## src/rtl/load_store_unit.sv

```systemverilog
// RV32I load/store initiator for a word-wide data memory without byte enables; SB/SH use read-modify-write.
// Define LSU_COUNTERS_EN to add the ld_count/st_count completion counters.
module load_store_unit #(
    parameter int unsigned ADDR_W    = 32,
    parameter logic [31:0] RAM_LIMIT = 32'h00010000
) (
    input  logic              clk,
    input  logic              rst,
    input  logic              req_valid,
    output logic              req_ready,
    input  logic              req_we,
    input  logic [2:0]        req_funct3,
    input  logic [ADDR_W-1:0] req_addr,
    input  logic [31:0]       req_wdata,
    output logic              rsp_valid,
    output logic [31:0]       rsp_rdata,
    output logic              rsp_misalign,
    output logic              rsp_illegal,
    output logic [31:0]       mem_address,
    output logic [31:0]       mem_data_out,
    output logic              mem_we,
    input  logic [31:0]       mem_data_in
`ifdef LSU_COUNTERS_EN
    ,
    output logic [31:0]       ld_count,
    output logic [31:0]       st_count
`endif
);

    typedef enum logic [2:0] {
        IDLE,
        LOAD,
        WRITE,
        RMW_RD,
        RMW_WR
    } state_t;

    state_t              state_q, state_d;
    logic [ADDR_W-1:0]   addr_q, addr_d;
    logic [2:0]          funct3_q, funct3_d;
    logic                we_q, we_d;
    logic [31:0]         wdata_q, wdata_d;
    logic [31:0]         merge_q, merge_d;
    logic                rsp_valid_q, rsp_valid_d;
    logic [31:0]         rsp_rdata_q, rsp_rdata_d;
    logic                rsp_misalign_q, rsp_misalign_d;
    logic                rsp_illegal_q, rsp_illegal_d;

    logic                accept;
    logic                req_illegal;
    logic                req_misalign;
    logic [31:0]         addr_ext;
    logic                in_range;
    logic [31:0]         rd_word;
    logic [7:0]          lane_byte;
    logic [15:0]         lane_half;
    logic [31:0]         load_data;
    logic [31:0]         merged;

    assign addr_ext = 32'(addr_q);
    assign in_range = (addr_ext < RAM_LIMIT);

    // Out-of-range accesses never see the bus value, so loads extend a zero word.
    assign rd_word = in_range ? mem_data_in : 32'h0;

    assign req_ready = (state_q == IDLE) && !rst;
    assign accept    = req_valid && req_ready;

    always_comb begin
        req_illegal  = 1'b0;
        req_misalign = 1'b0;
        if (req_we) begin
            req_illegal = (req_funct3 >= 3'd3);
        end else begin
            req_illegal = (req_funct3 == 3'd3) || (req_funct3 == 3'd6) || (req_funct3 == 3'd7);
        end
        if (!req_illegal) begin
            req_misalign = ((req_funct3[1:0] == 2'd1) && req_addr[0])
                        || ((req_funct3[1:0] == 2'd2) && (req_addr[1:0] != 2'b00));
        end
    end

    always_comb begin
        lane_byte = rd_word[7:0];
        case (addr_q[1:0])
            2'd0:    lane_byte = rd_word[7:0];
            2'd1:    lane_byte = rd_word[15:8];
            2'd2:    lane_byte = rd_word[23:16];
            default: lane_byte = rd_word[31:24];
        endcase
        lane_half = addr_q[1] ? rd_word[31:16] : rd_word[15:0];
        case (funct3_q)
            3'd0:    load_data = {{24{lane_byte[7]}}, lane_byte};
            3'd1:    load_data = {{16{lane_half[15]}}, lane_half};
            3'd2:    load_data = rd_word;
            3'd4:    load_data = {24'h0, lane_byte};
            3'd5:    load_data = {16'h0, lane_half};
            default: load_data = 32'h0;
        endcase
    end

    // Only the addressed byte/halfword of the captured word is replaced by store data.
    always_comb begin
        merged = merge_q;
        if (funct3_q[1:0] == 2'd0) begin
            case (addr_q[1:0])
                2'd0:    merged[7:0]   = wdata_q[7:0];
                2'd1:    merged[15:8]  = wdata_q[7:0];
                2'd2:    merged[23:16] = wdata_q[7:0];
                default: merged[31:24] = wdata_q[7:0];
            endcase
        end else begin
            if (addr_q[1]) begin
                merged[31:16] = wdata_q[15:0];
            end else begin
                merged[15:0]  = wdata_q[15:0];
            end
        end
    end

    always_comb begin
        state_d        = state_q;
        addr_d         = addr_q;
        funct3_d       = funct3_q;
        we_d           = we_q;
        wdata_d        = wdata_q;
        merge_d        = merge_q;
        rsp_valid_d    = 1'b0;
        rsp_rdata_d    = rsp_rdata_q;
        rsp_misalign_d = rsp_misalign_q;
        rsp_illegal_d  = rsp_illegal_q;
        case (state_q)
            IDLE: begin
                if (accept) begin
                    addr_d   = req_addr;
                    funct3_d = req_funct3;
                    we_d     = req_we;
                    wdata_d  = req_wdata;
                    if (req_illegal || req_misalign) begin
                        rsp_valid_d    = 1'b1;
                        rsp_rdata_d    = 32'h0;
                        rsp_misalign_d = req_misalign;
                        rsp_illegal_d  = req_illegal;
                    end else if (!req_we) begin
                        state_d = LOAD;
                    end else if (req_funct3 == 3'd2) begin
                        state_d = WRITE;
                    end else begin
                        state_d = RMW_RD;
                    end
                end
            end
            LOAD: begin
                state_d        = IDLE;
                rsp_valid_d    = 1'b1;
                rsp_rdata_d    = load_data;
                rsp_misalign_d = 1'b0;
                rsp_illegal_d  = 1'b0;
            end
            RMW_RD: begin
                merge_d = rd_word;
                state_d = RMW_WR;
            end
            WRITE, RMW_WR: begin
                state_d        = IDLE;
                rsp_valid_d    = 1'b1;
                rsp_rdata_d    = 32'h0;
                rsp_misalign_d = 1'b0;
                rsp_illegal_d  = 1'b0;
            end
            default: begin
                state_d = IDLE;
            end
        endcase
    end

    always_ff @(posedge clk) begin
        if (rst) begin
            state_q        <= IDLE;
            addr_q         <= '0;
            funct3_q       <= 3'd0;
            we_q           <= 1'b0;
            wdata_q        <= 32'h0;
            merge_q        <= 32'h0;
            rsp_valid_q    <= 1'b0;
            rsp_rdata_q    <= 32'h0;
            rsp_misalign_q <= 1'b0;
            rsp_illegal_q  <= 1'b0;
        end else begin
            state_q        <= state_d;
            addr_q         <= addr_d;
            funct3_q       <= funct3_d;
            we_q           <= we_d;
            wdata_q        <= wdata_d;
            merge_q        <= merge_d;
            rsp_valid_q    <= rsp_valid_d;
            rsp_rdata_q    <= rsp_rdata_d;
            rsp_misalign_q <= rsp_misalign_d;
            rsp_illegal_q  <= rsp_illegal_d;
        end
    end

    // The write strobe is gated by reset so an aborted store never reaches memory.
    always_comb begin
        mem_address  = (state_q == IDLE) ? 32'h0 : {addr_ext[31:2], 2'b00};
        mem_data_out = 32'h0;
        if (state_q == WRITE) begin
            mem_data_out = wdata_q;
        end else if (state_q == RMW_WR) begin
            mem_data_out = merged;
        end
        mem_we = ((state_q == WRITE) || (state_q == RMW_WR)) && !rst && in_range;
    end

    assign rsp_valid    = rsp_valid_q;
    assign rsp_rdata    = rsp_rdata_q;
    assign rsp_misalign = rsp_misalign_q;
    assign rsp_illegal  = rsp_illegal_q;

`ifdef LSU_COUNTERS_EN
    logic [31:0] ld_count_q, ld_count_d;
    logic [31:0] st_count_q, st_count_d;

    // LOAD/WRITE/RMW_WR always complete on their next edge unless reset clears everything anyway.
    always_comb begin
        ld_count_d = ld_count_q + 32'((state_q == LOAD));
        st_count_d = st_count_q + 32'(((state_q == WRITE) || (state_q == RMW_WR)));
    end

    always_ff @(posedge clk) begin
        if (rst) begin
            ld_count_q <= 32'h0;
            st_count_q <= 32'h0;
        end else begin
            ld_count_q <= ld_count_d;
            st_count_q <= st_count_d;
        end
    end

    assign ld_count = ld_count_q;
    assign st_count = st_count_q;
`endif

endmodule

```

## config.mk

```make
export PLATFORM = sky130hd
export DESIGN_NAME = load_store_unit
export DESIGN_NICKNAME = d
export VERILOG_FILES = /design/src/rtl/load_store_unit.sv
export SDC_FILE = /design/constraint.sdc
export NUM_CORES = 1
export LEC_CHECK = 0
export CORE_ASPECT_RATIO = 0.8
export CORE_MARGIN = 2
export CORE_UTILIZATION = 35
export CTS_CLUSTER_DIAMETER = 80
export CTS_CLUSTER_SIZE = 30
export DETAILED_ROUTE_END_ITERATION = 10
export REMOVE_ABC_BUFFERS = 1
export SYNTH_ARGS = -nofsm -noshare
export SYNTH_HDL_FRONTEND = slang
export SYNTH_SLANG_ARGS = --single-unit
```

## constraint.sdc

```tcl
create_clock -name clk -period 5.7 [get_ports clk]
set_input_delay 1.14 -clock clk [delete_from_list [all_inputs] [get_ports clk]]
set_output_delay 1.14 -clock clk [all_outputs]
set_load 0.01 [all_outputs]
```

[Word-level counts from Yosys, hierarchy flattened]
Cells that the tools add are included.
W data, S select, Z words.
Word-level totals
  flip-flop bits (word level): 137
  input bits: 103
  output and inout bits: 101
  logic and storage cells: 89
Operators by class
  $lt $le $gt $ge: 2
  eq/ne operators: 19
  multiplexer cells: 33
  reduce and logical (&&, ||, !) cells: 26
Operator list (number)
  $mux W32: 7
  $pmux W32 S5: 1
  $pmux W32 S3: 1
  $mux W16: 3
  $lt A32 B17 Y1 const B: 1
  $mux W8: 4
  $pmux W8 S3: 1
  $eq A3 B2 Y1 const B: 5
  $eq A3 B3 Y1 const B: 5
  $mux W1: 9
  $eq A3 B1 Y1 const B: 2
  $logic_and A1 B1 Y1: 6
  $logic_not A3 Y1: 2
  $mux W3: 2
  $pmux W1 S2: 3
  $pmux W3 S2: 1
  $reduce_and A3 Y1: 2
  $reduce_or A3 Y1: 2
  $logic_or A1 B1 Y1: 5
  $eq A2 B1 Y1 const B: 2
  $eq A2 B2 Y1 const B: 2
  $logic_not A2 Y1: 2
  $ne A2 B2 Y1 const B: 2
  $reduce_and A2 Y1: 2
  other kinds (7): 8

[Logic depth before layout (Yosys ltp)]
  depth in word-level cells: 9
  depth in mapped cells: 9
  mapped depth without buffers: 5

[Worst setup path after synthesis]
Ideal clock, no wire load.
  path type: input to output
  start: input port rst
  end: output port req_ready
  data arrival time: 1.842 ns
  required time: 4.560 ns
  setup slack: 2.718 ns
  cell stages on the path: 3
  buffers on the path: 2
  cell sequence: clkbuf_1 clkbuf_1 nor4_1
On the way
  longest elaborated chain between the ends: 2
Ends and longest elaborated chain
  start: declaration: RTL line 8  | input logic rst,
  $logic_not A1 Y1: RTL line 66  | assign req_ready = (state_q == IDLE) && !rst;
  $logic_and A1 B1 Y1: RTL line 66
  end: declaration: RTL line 10  | output logic req_ready,
No other way between the ends.

[Worst setup path after layout]
  start: register funct3_q[1]
  end: output port mem_data_out[2]
On the way
  longest elaborated chain between the ends: 4
Ends and longest elaborated chain
  start: declaration: RTL line 40  | logic [2:0] funct3_q, funct3_d;
  start signal: assignment: RTL line 192  | funct3_q <= funct3_d;
  $logic_not A2 Y1: RTL line 105  | if (funct3_q[1:0] == 2'd0) begin
  $mux W32: RTL line 105
  $mux W32: RTL line 209  | end else if (state_q == RMW_WR) begin
  $mux W32: RTL line 207  | if (state_q == WRITE) begin
  end: declaration: RTL line 20  | output logic [31:0] mem_data_out,
No other way between the ends.

==> results.md <==
* DIE HEIGHT at approximately 130 um
* Worst Setup SP: funct3_q[1]$_SDFFE_PP0P_
* CTS Hold Bufs at 0
* Share of the synthesized area in the top cell type at a little over two fifths
* Via count at about 6200
* Slowest-stage cell, CP: nor2_1
* FF+latch count, synth at approximately 140
* Drt pass-1 iters at 7
* DR iter-0 viols at approximately 510
* I/O pin cnt at roughly 200
* YS warnings at 0
* Die Wd at 156 um
* Drc violations at 0
* CTS Buf Count at 17
* Synth Instances at 797
* Worst slew pin tran at about 1.1 ns
* Syn Area/Cell at between 8 and 9 sq um
* # setup viols final at 0
* Initial antenna violation count at 0
* Sequential area share after synthesis at about 42%
* Avg Vias per Cell at 5.18
* Worst Reg-to-Reg Cells at 6
* Worst setup margin at between 1 and 1.5 ns
* Outcome: completed
* Nets@finish at ~1100
* Wire length per cell at roughly 19 um
* Crit path depth at 5
* RSZ-0062 raised after global routing: no
* # diodes at 0
* H-tree levels at 4
* Global route overflow at 0
* Fmax at approximately 230 MHz
* IO buf count at around 200
* Rows at 44
* Largest net degree at the start of global routing at 120
* Cell chain of the critical path: nor2_2 > a21oi_1 > nor2_1 > a22o_1 > clkdlybuf4s50_1
* Reg2Reg Launch Point: addr_ext[26]$_SDFFE_PP0P_
* Area delta synth->final at 41.0%
* Top cells by area, synth: dfxtp_1 (42%), nand2_1 (7.6%), nand2b_1 (7.3%)
* Min Hold Slack at ~0.45 ns
* Worst EP arrival at 3.13 ns
* Worst-Skew Late Latency at between 0.4 and 0.5 ns
* Cell type with the largest total area after synthesis: dfxtp_1
* First-pass GRT wire length at 33700 um
* Vias in the first global route at between 5000 and 6000
* CP delay by family, top: simple AND/OR/NAND/NOR gates
* Clock Tree Root: clkbuf_16
* TritonCTS Sinks at 137
* GP Congestion at approximately 0.81
* Total GRT Usage at around 22%
* Post-CTS Setup Bufs at 0
* Synth async-reset ratio at 0%
* Post-route clock period utilization at 74.9%
* Share of layout cells above drive strength 1 at 6.29%
* Final WL at roughly 22000 um
* Core box area at approximately 0.018 sq mm
* Crit-path max FO at 19
* # resized after CTS at 0
* CTS tree: done
* Layout Skew at 0.00821 ns
* Setup TNS Final at 0 ns
* Crit Path Class: flip-flop to primary output
* Area occupied by multi-input gates at ~0.0034 sq mm
* Peak supply drop at roughly 0.22 mV
* Dpl cells at approximately 1200
* Post-Syn Area at about 0.0065 sq mm
* Fin. Hold Viols at 0
* Max incr delay on CP at approximately 0.65 ns
* Flop-to-flop setup slack at 2.65 ns
* Number of synthesized flops with an enable pin at 0
* Detail Route Antenna Nets at 0
* PwrDens at between 200 and 300 mW/mm^2
* Clk buf depth at 2
* Non-filler cells, final at 1200
* Slew margin rel. at ~26%
* Dpl hpwl at roughly 15000 um
* Fill count at 1750
* Worst min-delay path class: flip-flop to flip-flop
* Max-cap violations at 0
* Main flop type after synthesis: dfxtp_1
* Setup crit end kind: primary output
* Tmin final at ~4.3 ns
* Setup crit end: mem_data_out[2]
* CTS clk-pin slew, worst paths at 0.06 ns
* Leakage power at approximately 3.3 nW
* Crit start category: flip-flop
* Critical path buffers and inverters at 1
* Reg2reg end: rsp_rdata[18]$_SDFFE_PP0P_
* Die ar. at approximately 0.020 sq mm
* Place WS at 1.96 ns
* Register area at roughly 0.0027 sq mm
* Initial Util at 35.7%
* Final Slew Violations at 0
* Distinct cells, synth at between 50 and 60
* Worst endpoint required time at around 4.6 ns
==> logic make-up (layout without fill, tap and decap cells) <==
kind of cell | count (synthesis) | after routing | share of synthesized area, %
buffers and inverters | 82 | 254 | 6.07
xor gates and xnor gates | 1 | 1 | 0.135
and+or+nand+nor | 340 | 340 | 27.2
DFF | 137 | 137 | 42.3
AOI/OAI and AO/OA | 220 | 220 | 21.7
muxes | 16 | 16 | 2.66
other | 1 | 2 | 0.0578
==> metrics by stage <==
step                      utilization [%]  area, sq um  power [mW]
after floorplan                         -         6150        1.19
after global placement               46.8         8510        1.37
after detailed placement             46.8         8510        1.37
after CTS                            50.4         9150        2.57
after global routing                 50.4         9150        2.65
final                                50.4         9150        2.55
==> layout make-up <==
class	count	area share, %
clock buffers	21	5.14
clock inverters	11	1.85
inverters	14	0.574
multi-input cells	579	36.8
flip-flops and latches	137	30.0
well taps	230	3.15
repair buffers	208	22.5
==> sequential cells by signal, indices dropped and copies added (netlist names), 3 cells and up <==
signal,flops
addr_ext,32
merge_q,32
rsp_rdata,32
wdata_q,32
funct3_q,3
state_q,3
==> report_power, final <==
| group | switching (mW) | total [mW] | internal [mW] |
|---|---|---|---|
| registers | 0.0397 | 1.04 | 0.998 |
| logic | 0.164 | 0.314 | 0.150 |
| clock network | 0.433 | 1.20 | 0.766 |
==> layer usage <==
| metal | vias to the layer above | routed length (um) | global-route usage, % |
|---|---|---|---|
| met5 | - | 0 | 0 |
| met4 | 0 | 239 | 5.50 |
| met3 | 19 | 2230 | 8.26 |
| met2 | 262 | 9210 | 31.6 |
| met1 | 2844 | 10500 | 31.8 |
| li1 | 3094 | - | - |
==> worst reg2reg max path, stage by stage (launching register included) <==
cell     delay [ns]
dfxtp_1        0.33
nor4_1         0.36
and4_1         0.24
buf_4          0.36
nor3b_2        0.72
and3b_1        0.77
a221o_1        0.20
==> layout by cell type, fill, tap and decap left out, types with 2 or more instances in the layout <==
cell type,synthesis,routed
nor3b_1,4,3
a22oi_1,8,8
nor3b_2,1,2
o221ai_1,5,5
o22ai_1,10,10
nor2b_1,32,32
nor4_1,5,5
clkinvlp_4,0,4
nor2_1,25,25
o21ai_0,91,91
or2b_1,2,2
clkdlybuf4s50_1,0,200
clkbuf_8,0,3
and3b_1,2,2
a21oi_1,41,41
or2_2,10,10
mux2i_1,15,15
bufinv_16,0,4
nand2b_1,76,76
buf_4,5,8
a32o_1,8,8
a221o_1,25,25
clkinv_2,0,2
nand3b_1,2,2
a31oi_1,8,8
nand2_1,132,132
and2_1,3,2
a22o_1,17,17
inv_1,14,14
a21boi_0,2,2
and2_4,1,2
conb_1,1,2
nand3_1,33,33
dfxtp_1,137,137
clkbuf_16,0,17
==> cells in the mapped netlist, types with 2 or more instances <==
cell type	n
clkbuf_1	40
nand3_1	33
buf_8	2
clkbuf_2	2
o21ai_0	91
o221ai_1	5
nor3b_1	4
a21oi_1	41
dfxtp_1	137
buf_2	10
nand2_1	132
and2_1	3
a31oi_1	8
a22o_1	17
buf_1	5
nor2b_1	32
a221o_1	25
a21boi_0	2
a32o_1	8
inv_1	14
nand2b_1	76
nor2_1	25
o22ai_1	10
or2b_1	2
or2_2	10
nand3b_1	2
buf_6	4
mux2i_1	15
buf_4	5
nor4_1	5
and3b_1	2
a22oi_1	8
==> worst min path at each step <==
| stage | cells after the start | slack, ns | endpoint | startpoint |
|---|---|---|---|---|
| floorplan | 2 | 0.42 | merge_q[24]$_SDFFE_PP0P_ | merge_q[24]$_SDFFE_PP0P_ |
| global placement | 2 | 0.44 | merge_q[24]$_SDFFE_PP0P_ | merge_q[24]$_SDFFE_PP0P_ |
| detailed placement | 2 | 0.44 | merge_q[26]$_SDFFE_PP0P_ | merge_q[26]$_SDFFE_PP0P_ |
| CTS | 2 | 0.45 | merge_q[26]$_SDFFE_PP0P_ | merge_q[26]$_SDFFE_PP0P_ |
| global route | 2 | 0.47 | merge_q[27]$_SDFFE_PP0P_ | merge_q[27]$_SDFFE_PP0P_ |
| finish | 2 | 0.45 | merge_q[26]$_SDFFE_PP0P_ | merge_q[26]$_SDFFE_PP0P_ |
(Power assumes the default switching activity.)
